--- src/rtl/anim_sched_pkg.sv ---
// Shared definitions for the LED animation scheduler.
// Holds the mode encodings, the frame lengths, the control FSM state type and the
// pattern lookup used for the (mode, index) to LED byte mapping.
package anim_pkg;

  localparam logic [1:0] MODE_BAR    = 2'd0;
  localparam logic [1:0] MODE_CHASE  = 2'd1;
  localparam logic [1:0] MODE_BOUNCE = 2'd2;
  localparam logic [1:0] MODE_BLINK  = 2'd3;

  localparam int unsigned LEN_BAR    = 16;
  localparam int unsigned LEN_CHASE  = 8;
  localparam int unsigned LEN_BOUNCE = 14;
  localparam int unsigned LEN_BLINK  = 2;

  typedef enum logic [0:0] {StRun, StArmed} ctrl_state_e;

  // Last valid frame index (L-1) for a mode.
  function automatic logic [3:0] frame_last(input logic [1:0] mode);
    logic [3:0] last;
    unique case (mode)
      MODE_BAR:    last = 4'(LEN_BAR - 1);
      MODE_CHASE:  last = 4'(LEN_CHASE - 1);
      MODE_BOUNCE: last = 4'(LEN_BOUNCE - 1);
      default:     last = 4'(LEN_BLINK - 1);
    endcase
    return last;
  endfunction

  function automatic logic [7:0] anim_pattern(input logic [1:0] mode, input logic [3:0] idx);
    logic [8:0] ramp;
    logic [7:0] pat;
    ramp = 9'd0;
    pat  = 8'h00;
    unique case (mode)
      MODE_BAR: begin
        // Rising fill for the first half, draining fill for the second half.
        if (!idx[3]) ramp = (9'd1 << (idx + 4'd1)) - 9'd1;
        else         ramp = (9'd1 << (4'd15 - idx)) - 9'd1;
        pat = ramp[7:0];
      end
      MODE_CHASE:  pat = 8'd1 << idx[2:0];
      MODE_BOUNCE: pat = idx[3] ? (8'd1 << (4'd14 - idx)) : (8'd1 << idx[2:0]);
      default:     pat = idx[0] ? 8'h00 : 8'hFF;
    endcase
    return pat;
  endfunction

endpackage

--- src/rtl/anim_sched_if.sv ---
// Control/status bundle of the animation scheduler.
// master: board-level controller (drives requests, divider, pause).
// slave:  anim_sched (drives handshake ready, LED pattern and status pulses).
interface anim_sched_if #(
  parameter int unsigned DIV_W = 16
);
  logic [1:0]       mode_req;
  logic             mode_valid;
  logic             mode_ready;
  logic             div_load;
  logic [DIV_W-1:0] div_val;
  logic             pause;
  logic [7:0]       led_out;
  logic [1:0]       mode_cur;
  logic             step;
  logic             frame_done;

  modport master (
    output mode_req, mode_valid, div_load, div_val, pause,
    input  mode_ready, led_out, mode_cur, step, frame_done
  );

  modport slave (
    input  mode_req, mode_valid, div_load, div_val, pause,
    output mode_ready, led_out, mode_cur, step, frame_done
  );
endinterface

--- src/rtl/anim_timebase.sv ---
// Programmable step prescaler.
// Ports: clk/rst; div_load/div_val reload the divider and restart the period;
// pause freezes the counter; tick is high in the cycle whose edge performs a step.
module anim_timebase #(
  parameter int unsigned DIV_W   = 16,
  parameter int unsigned DEF_DIV = 4
) (
  input  logic             clk,
  input  logic             rst,
  input  logic             div_load,
  input  logic [DIV_W-1:0] div_val,
  input  logic             pause,
  output logic             tick
);

  localparam logic [DIV_W-1:0] DefDiv = DIV_W'(DEF_DIV);
  localparam logic [DIV_W-1:0] One    = DIV_W'(1);

  logic [DIV_W-1:0] div_q;
  logic [DIV_W-1:0] cnt_q;
  logic             terminal;

  assign terminal = (cnt_q == div_q - One);
  // A load in the same cycle swallows the terminal count.
  assign tick     = terminal && !pause && !div_load;

  always_ff @(posedge clk or posedge rst) begin
    if (rst) begin
      div_q <= DefDiv;
      cnt_q <= '0;
    end else if (div_load) begin
      div_q <= (div_val == '0) ? One : div_val;
      cnt_q <= '0;
    end else if (!pause) begin
      cnt_q <= terminal ? '0 : cnt_q + One;
    end
  end

endmodule

--- src/rtl/anim_sched.sv ---
// Scheduler for the 8-LED animation: frame index, mode-change handshake and the
// registered LED/status outputs. Ports: clk, rst and the slave side of anim_sched_if
// (mode request handshake, divider load, pause, led_out, mode_cur, step, frame_done).
module anim_sched
  import anim_pkg::*;
#(
  parameter int unsigned DIV_W   = 16,
  parameter int unsigned DEF_DIV = 4
) (
  input logic        clk,
  input logic        rst,
  anim_sched_if.slave bus
);

  logic        tick;
  logic        frame_end;
  ctrl_state_e state_q, state_d;
  logic [1:0]  pending_q, pending_d;
  logic [1:0]  mode_q, mode_d;
  logic [3:0]  idx_q, idx_d;
  logic [7:0]  led_q, led_d;
  logic        step_q, step_d;
  logic        fd_q, fd_d;

  anim_timebase #(
    .DIV_W   (DIV_W),
    .DEF_DIV (DEF_DIV)
  ) u_timebase (
    .clk      (clk),
    .rst      (rst),
    .div_load (bus.div_load),
    .div_val  (bus.div_val),
    .pause    (bus.pause),
    .tick     (tick)
  );

  assign frame_end = tick && (idx_q == frame_last(mode_q));

  always_comb begin
    state_d   = state_q;
    pending_d = pending_q;
    mode_d    = mode_q;
    idx_d     = idx_q;
    led_d     = led_q;
    step_d    = 1'b0;
    fd_d      = 1'b0;

    if (tick) begin
      step_d = 1'b1;
      if (frame_end) begin
        fd_d  = 1'b1;
        idx_d = 4'd0;
        // Switch uses the request held from before this edge, never one arriving now.
        if (state_q == StArmed) mode_d = pending_q;
      end else begin
        idx_d = idx_q + 4'd1;
      end
      led_d = anim_pattern(mode_d, idx_d);
    end

    unique case (state_q)
      StRun: begin
        if (bus.mode_valid) begin
          pending_d = bus.mode_req;
          state_d   = StArmed;
        end
      end
      StArmed: begin
        if (frame_end) state_d = StRun;
      end
      default: state_d = StRun;
    endcase
  end

  always_ff @(posedge clk or posedge rst) begin
    if (rst) begin
      state_q   <= StRun;
      pending_q <= MODE_BAR;
      mode_q    <= MODE_BAR;
      idx_q     <= 4'd0;
      led_q     <= 8'h01;
      step_q    <= 1'b0;
      fd_q      <= 1'b0;
    end else begin
      state_q   <= state_d;
      pending_q <= pending_d;
      mode_q    <= mode_d;
      idx_q     <= idx_d;
      led_q     <= led_d;
      step_q    <= step_d;
      fd_q      <= fd_d;
    end
  end

  assign bus.mode_ready = (state_q == StRun);
  assign bus.led_out    = led_q;
  assign bus.mode_cur   = mode_q;
  assign bus.step       = step_q;
  assign bus.frame_done = fd_q;

endmodule

--- src/flat_wrapper.sv ---
// flat-port wrapper written by rule: the top's interface ports become plain ports
module anim_sched_flat import anim_pkg::*;
#(
  parameter int unsigned DIV_W   = 16,
  parameter int unsigned DEF_DIV = 4
)
  (clk, rst, bus_mode_req, bus_mode_valid, bus_div_load, bus_div_val, bus_pause, bus_mode_ready, bus_led_out, bus_mode_cur, bus_step, bus_frame_done);
  anim_sched_if #(.DIV_W(DIV_W)) bus_i ();
  input logic clk;
  input logic rst;
  input wire logic [$bits(bus_i.mode_req)-1:0] bus_mode_req;
  input wire logic [$bits(bus_i.mode_valid)-1:0] bus_mode_valid;
  input wire logic [$bits(bus_i.div_load)-1:0] bus_div_load;
  input wire logic [$bits(bus_i.div_val)-1:0] bus_div_val;
  input wire logic [$bits(bus_i.pause)-1:0] bus_pause;
  output wire logic [$bits(bus_i.mode_ready)-1:0] bus_mode_ready;
  output wire logic [$bits(bus_i.led_out)-1:0] bus_led_out;
  output wire logic [$bits(bus_i.mode_cur)-1:0] bus_mode_cur;
  output wire logic [$bits(bus_i.step)-1:0] bus_step;
  output wire logic [$bits(bus_i.frame_done)-1:0] bus_frame_done;
  assign bus_i.mode_req = bus_mode_req;
  assign bus_i.mode_valid = bus_mode_valid;
  assign bus_i.div_load = bus_div_load;
  assign bus_i.div_val = bus_div_val;
  assign bus_i.pause = bus_pause;
  assign bus_mode_ready = bus_i.mode_ready;
  assign bus_led_out = bus_i.led_out;
  assign bus_mode_cur = bus_i.mode_cur;
  assign bus_step = bus_i.step;
  assign bus_frame_done = bus_i.frame_done;
  anim_sched #(.DIV_W(DIV_W), .DEF_DIV(DEF_DIV)) u_core (.clk(clk), .rst(rst), .bus(bus_i));
endmodule
--- config.mk ---
export PLATFORM = sky130hd
export DESIGN_NAME = anim_sched_flat
export DESIGN_NICKNAME = d
export VERILOG_FILES = /design/src/rtl/anim_sched_pkg.sv /design/src/rtl/anim_sched_if.sv /design/src/rtl/anim_timebase.sv /design/src/rtl/anim_sched.sv /design/src/flat_wrapper.sv
export SDC_FILE = /design/constraint.sdc
export NUM_CORES = 1
export LEC_CHECK = 0
export BUFFER_PORTS_ARGS = -buffer_cell sky130_fd_sc_hd__buf_4
export CAP_MARGIN = 30
export CORE_ASPECT_RATIO = 0.7
export CORE_MARGIN = 3
export CORE_UTILIZATION = 45
export DETAILED_ROUTE_END_ITERATION = 10
export SLEW_MARGIN = 10
export SYNTH_ARGS = -nofsm -noshare
export SYNTH_HDL_FRONTEND = slang
export SYNTH_SLANG_ARGS = --single-unit
--- constraint.sdc ---
create_clock -name clk -period 6 [get_ports clk]
set_clock_uncertainty 0.1 [all_clocks]
set_input_delay 0.6 -clock clk [delete_from_list [all_inputs] [get_ports clk]]
set_output_delay 0.6 -clock clk [all_outputs]
set_load 0.05 [all_outputs]
-- Word level (Yosys, flattened, before mapping)
Cells that the tools add are included.
- register bits after elaboration: 51
- RAM bits: 0
- ROM bits: 0
- word-level logic and storage cells: 58
- output and inout port bits: 13
- bits in latches: 0
- memories: 0
- input bits: 23
- add/sub/neg operators: 8
- muxes and demuxes: 20
- shifts and indexed selects: 4
- bitwise gates (word level): 1
- div/mod/pow operators: 0
- multipliers: 0
- order comparisons: 0
- reduce and logical (&&, ||, !) cells: 9
- eq/ne operators: 7
- operator list (kind ; count):
    $mux 16 ; 4
    $mux 8 ; 3
    $pmux 8 s3 ; 1
    $shl 1x4->8 const A ; 3
    $add 16x1->16 const B ; 1
    $eq 16x16->1 ; 1
    $logic_not 16->1 ; 1
    $sub 16x1->16 const B ; 1
    $sub 8x1->8 const B ; 2
    $pmux 4 s3 ; 1
    $add 4x1->4 const B ; 2
    $mux 4 ; 2
    $shl 1x3->8 const A ; 1
    $sub 4x4->4 const A ; 2
    $mux 2 ; 3
    $mux 1 ; 5
    $eq 2x1->1 const B ; 2
    $eq 2x2->1 const B ; 2
    $eq 4x4->1 ; 1
    $logic_not 2->1 ; 2
    $logic_and 1x1->1 ; 3
    $logic_not 1->1 ; 2
    $ne 2x2->1 const B ; 1
    $pmux 1 s2 ; 1
    other kinds (2) ; 2

-- Longest topological paths before layout
- word-level depth: 12
- depth in mapped cells: 21
- gate-level depth less buffers: 20

-- Cells and area by module
From an unflattened synthesis, not the netlist that was laid out.
- cells, all modules: 402
- area, all modules: 3646.0 µm²
- modules (own cells, without submodules) (module ; instances ; cells each ; seq. area each (µm²) ; area each (µm²)):
    anim_timebase ; 1 ; 220 ; 802.0 ; 2053.2
    anim_sched ; 1 ; 182 ; 476.7 ; 1592.8

-- Worst setup path after synthesis
Ideal clock, no wire load.
- path type: register to register
- start: reg u_core.u_timebase.div_q[0]
- end: reg u_core.led_q[6], in the netlist u_core.bus.led_out[6]
- slack: 1.200 ns
- data arrival time: 4.623 ns
- stages on the path, launching flop included: 21
- clock period less this slack: 4.800 ns
- path through: dfrtp_1 inv_1 ha_1 or4b_4 or4_4 a221o_1 nor3_1 nand2_1 nand2_1 ha_1 nand4_1 o21ai_1 or2_2 clkbuf_1 nand2_1 ha_1 inv_1 nor3_1 o22ai_1 a221o_1 a21oi_1
- cells in the longest elaborated chain, start to end: 12
- elaborated cells on any way between the ends: 25
- those cells by class: 6 x add/sub; 3 x eq/ne; 4 x shift; 8 x mux; 4 x reduce/logical
- RTL lines (item ; line ; source):
    start: declaration ; anim_timebase.sv:19 ; logic [DIV_W-1:0] div_q;
    start signal: assignment ; anim_timebase.sv:29 ; div_q <= DefDiv;
    start signal: assignment ; anim_timebase.sv:32 ; div_q <= (div_val == '0) ? One : div_val;
    $sub 16x1->16 (*) ; anim_timebase.sv:23 ; assign terminal = (cnt_q == div_q - One);
    $eq 16x16->1 (*) ; anim_timebase.sv:23 ;
    $logic_and 1x1->1 (*) (2 in series) ; anim_timebase.sv:25 ; assign tick = terminal && !pause && !div_load;
    $logic_and 1x1->1 ; anim_sched.sv:37 ; assign frame_end = tick && (idx_q == frame_last(mode_q));
    $mux 4 ; anim_sched.sv:50 ; if (frame_end) begin
    $mux 4 ; anim_sched.sv:48 ; if (tick) begin
    $add 4x1->4 / $sub 4x4->4 (equally long branches) ; anim_sched_pkg.sv:38, anim_sched_pkg.sv:39 ;
    $shl 1x4->8, on equally long branches ; anim_sched_pkg.sv:38, anim_sched_pkg.sv:39 ;
    $sub 8x1->8, on equally long branches ; anim_sched_pkg.sv:38, anim_sched_pkg.sv:39 ;
    $mux 8 ; anim_sched_pkg.sv:38 ; if (!idx[3]) ramp = (9'd1 << (idx + 4'd1)) - 9'd1;
    $pmux 8 s3 ; anim_sched_pkg.sv:35 ; unique case (mode)
    end signal: assignment ; anim_sched.sv:89 ; led_q <= led_d;
    end: declaration ; anim_sched.sv:21 ; logic [7:0] led_q, led_d;
Every way passes the cells marked *; elsewhere a longest branch is shown, timed or not. The select of a mux whose other input is x is not followed.
A chain may end at the register's enable or synchronous reset.

-- Worst setup path after layout
Ends and elaborated chain as after synthesis.

==> results.toml <==
[worst_setup_path]
path_class = "reg -> reg"
worstPathBufferInverterCount = 2
crit_slowest_cell = "sky130_fd_sc_hd__nor3_1"
arrival_ns = 5.61
worstPathMaxFanout = 7
worstSetupStartpointType = "register"
cell_chain_of_the_critical_path = "inv_1 > ha_1 > or4b_4 > or4_4 > a221o_1 > nor3_1 > nand2_1 > nand2_1 > ha_1 > nand4_1 > o21ai_1 > or2_2 > nand2_1 > ha_1 > inv_1 > nor3_1 > o22ai_1 > a221o_1 > a21oi_1"
cpLargestDelayFamily = "simple AND/OR/NAND/NOR gates"
worst-endpoint-required_ns = 6.12
critical_path.endpoint_type = "register"
critical-path-max-stage-delay_ns = 0.59

[logic_synthesis]
synth_async_sr_flop_share = 1.00
seq_area_frac_synth = 0.350
synth_fp_nets = 454
netlist_instances = 418
post_synth_most_frequent_cells = "sky130_fd_sc_hd__dfrtp_1 (49), sky130_fd_sc_hd__nand2_1 (39), sky130_fd_sc_hd__o21ai_0 (35)"
synth.avg_cell_area_sq_um = 8.73
synthesis.area_sq_um = 3650
ys_ff_latch = 51
synth_top_flop_cell = "sky130_fd_sc_hd__dfrtp_1"
yosys.area.top_type = "sky130_fd_sc_hd__dfrtp_1"
synth.top_cells.by_area = "sky130_fd_sc_hd__dfrtp_1 (34%), sky130_fd_sc_hd__o21ai_0 (4.8%), sky130_fd_sc_hd__mux2_2 (4.6%)"
ys.warnings.count = 0
synth_cell_type_count = 68
synth.most_common_cell = "sky130_fd_sc_hd__dfrtp_1"
synth_top_area_frac = 0.336
count_of_flip_flops_with_a_built_in_enable_after_synthesis = 0

[cells_and_area]
flow.area_growth_from_synthesis_pct = 14.6
final_layout_size_suffix_gt1_frac = 0.186
nNetsFinal = 486
finalNonFillerCells = 549
n_antenna_cell = 0

[timing]
layout_setup_ws_ns = 0.510
tightestPinTransition_ns = 0.804
finalHoldViolCount = 0
drv_slew = 0
setup_total_negative_slack_ns = 0
hold_slack_ns = 0.382
post-route-period-util = 0.915
max-slew-margin-rel = 0.459
finalWorstPathRequiredPeriod_ns = 5.49
finalSetupViolCount = 0
grt_setup_unrepaired = "no"
max_clock_freq_mhz = 182

[routing]
route.antenna.remaining_nets = 0
drtIter0Drc = 322
route.vias.total = 3263
finalWirelength_microns = 9950
remaining_drc_errors = 0
drt-vias-per-instance = 5.94
post_drt_wl_per_cell_microns = 18.1
drt_first_pass_iters = 4

[run]
maxCapViolCount = 0

[floorplanning]
floorplan.die.height_microns = 81.3
die_x_microns = 114
die_area_sq_um = 9240
placement_rows = 26
core_area_sq_um = 7580
io_pins = 36
starting_utilization_of_the_core_area = 0.481

[grt]
antenna_found_initial = 0
grt_pass1_wl_microns = 16200
globalRouteTotalUtil = 0.226
global_route_congestion_overflow_total = 0
grt_pass1_vias = 3057
grt_max_degree = 52

[power]
total_power_draw_uw = 828
total_leakage_power_uw = 0.00177
peakVddDrop_v = 0.000133
pwr_density_cell_nw_per_um2 = 198

[cts]
cts_tree = "built"
cts_max_path_buffers = 2
clkTransAtPathRegs_ns = 0.06
postCtsSetupBuffers = 0
holdBufCountCts = 0
clock_sink_count = 51
htree_num_levels = 2
cts_root_buf = "sky130_fd_sc_hd__clkbuf_16"
post_cts_resized = 0
clkLatencyLatePin_ns = 0.29
numCtsBuffers = 5

[placed_design]
detailed_place_hpwl_microns = 7780
numPortBuffers = 35
place_ws_ns = 0.665
number_of_placed_instances_taps_included = 541
gp_routability_congestion = 0.976

[worst_hold_path]
timing.hold.worst.class = "in -> async"

[run_status]
run_status = "complete, no violations"
cells by family after synthesis:
logic type,share of synthesized area
AO/OA/AOI/OAI,0.199
XOR/XNOR,0.0672
adder cells (fa/ha/maj),0.0446
buffers and inverters,0.0333
flip-flops,0.350
multiplexers,0.0593
AND/OR/NAND/NOR,0.246
report_power, final:
part           internal [uW]  switching [uW]  total (uW)  leakage, uW
clock                    207             121         329    0.0000868
sequential               361            25.7         387     0.000654
combinational           49.7            63.0         113      0.00103
tightest hold or removal path, delay by kind of cell:
family,cells,cell delay [ns]
buf+inv,3,0.65
through the flow:
| stage | cell area [sq um] | utilization |
|---|---|---|
| after floorplan | 3650 | - |
| after global placement | 4010 | 0.529 |
| after detailed placement | 4010 | 0.529 |
| after CTS | 4180 | 0.552 |
| after global routing | 4180 | 0.552 |
| final | 4180 | 0.552 |
registers in the layout, summed over array words and instances, names as in the netlist:
| name | flops |
|---|---|
| u_core.bus.frame_done | 1 |
| u_core.bus.led_out | 8 |
| u_core.bus.mode_cur | 2 |
| u_core.bus.step | 1 |
| u_core.idx_q | 4 |
| u_core.pending_q | 2 |
| u_core.state_q | 1 |
| u_core.u_timebase.cnt_q | 16 |
| u_core.u_timebase.div_q | 16 |
metal layers:
| layer | global-route usage | share of wire | vias up |
|---|---|---|---|
| met5 | 0 | 0 | - |
| met4 | 0.0360 | 0.0059 | 0 |
| met3 | 0.0596 | 0.084 | 6 |
| met2 | 0.285 | 0.35 | 99 |
| met1 | 0.373 | 0.56 | 1563 |
| li1 | - | - | 1595 |
worst paths after layout:
path | to | slack [ns] | cells past startpoint | from
worst max-delay path | u_core.bus.led_out[6]$_DFFE_PP0P_ | 0.51 | 19 | u_core.u_timebase.div_q[0]$_DFFE_PP0P_
worst min-delay path | u_core.u_timebase.div_q[3]$_DFFE_PP0P_ | 0.38 | 3 | rst
worst max register to register | u_core.bus.led_out[6]$_DFFE_PP0P_ | 0.51 | 19 | u_core.u_timebase.div_q[0]$_DFFE_PP0P_
worst min register to register | u_core.u_timebase.cnt_q[15]$_DFFE_PP0P_ | 0.41 | 1 | u_core.u_timebase.cnt_q[15]$_DFFE_PP0P_
max in group asynchronous | u_core.bus.led_out[7]$_DFFE_PP0P_ | 4.99 | 3 | rst
min in group clk | u_core.u_timebase.cnt_q[15]$_DFFE_PP0P_ | 0.41 | 1 | u_core.u_timebase.cnt_q[15]$_DFFE_PP0P_
cell type report:
cell class / count / area [sq um]
Fill cell: 722 / 3400
Inverter: 15 / 56.3
Timing Repair Buffer: 40 / 300
Multi-Input combinational cell: 337 / 2250
Sequential cell: 51 / 1280
Tap cell: 98 / 123
Clock inverter: 2 / 35.0
Clock buffer: 6 / 139
placed cells by master (no fill, tap or decap), types with 3 or more instances in the layout:
| cell | count |
|---|---|
| sky130_fd_sc_hd__dfrtp_1 | 49 |
| sky130_fd_sc_hd__buf_4 | 40 |
| sky130_fd_sc_hd__nand2_1 | 39 |
| sky130_fd_sc_hd__o21ai_0 | 35 |
| sky130_fd_sc_hd__nor2_1 | 34 |
| sky130_fd_sc_hd__xnor2_1 | 17 |
| sky130_fd_sc_hd__nor3_1 | 17 |
| sky130_fd_sc_hd__a21oi_1 | 15 |
| sky130_fd_sc_hd__mux2_2 | 15 |
| sky130_fd_sc_hd__inv_1 | 14 |
| sky130_fd_sc_hd__ha_1 | 13 |
| sky130_fd_sc_hd__nand3_1 | 12 |
| sky130_fd_sc_hd__and3_1 | 12 |
| sky130_fd_sc_hd__xor2_1 | 11 |
| sky130_fd_sc_hd__nor2b_1 | 8 |
| sky130_fd_sc_hd__nand2b_1 | 7 |
| sky130_fd_sc_hd__nor4_1 | 6 |
| sky130_fd_sc_hd__nand4_1 | 6 |
| sky130_fd_sc_hd__o21a_1 | 5 |
| sky130_fd_sc_hd__o211ai_1 | 5 |
| sky130_fd_sc_hd__clkbuf_16 | 5 |
| sky130_fd_sc_hd__nor3b_1 | 4 |
| sky130_fd_sc_hd__or2_2 | 4 |
| sky130_fd_sc_hd__a311oi_1 | 4 |
| sky130_fd_sc_hd__or3b_2 | 4 |
| sky130_fd_sc_hd__a211oi_1 | 3 |
| sky130_fd_sc_hd__a221o_1 | 3 |
| sky130_fd_sc_hd__or3_1 | 3 |
| sky130_fd_sc_hd__and2_1 | 3 |
| sky130_fd_sc_hd__o21ai_1 | 3 |
| sky130_fd_sc_hd__a21o_1 | 3 |
| sky130_fd_sc_hd__a31oi_1 | 3 |
| sky130_fd_sc_hd__a221oi_1 | 3 |
Power figures use the tool's default switching activity.
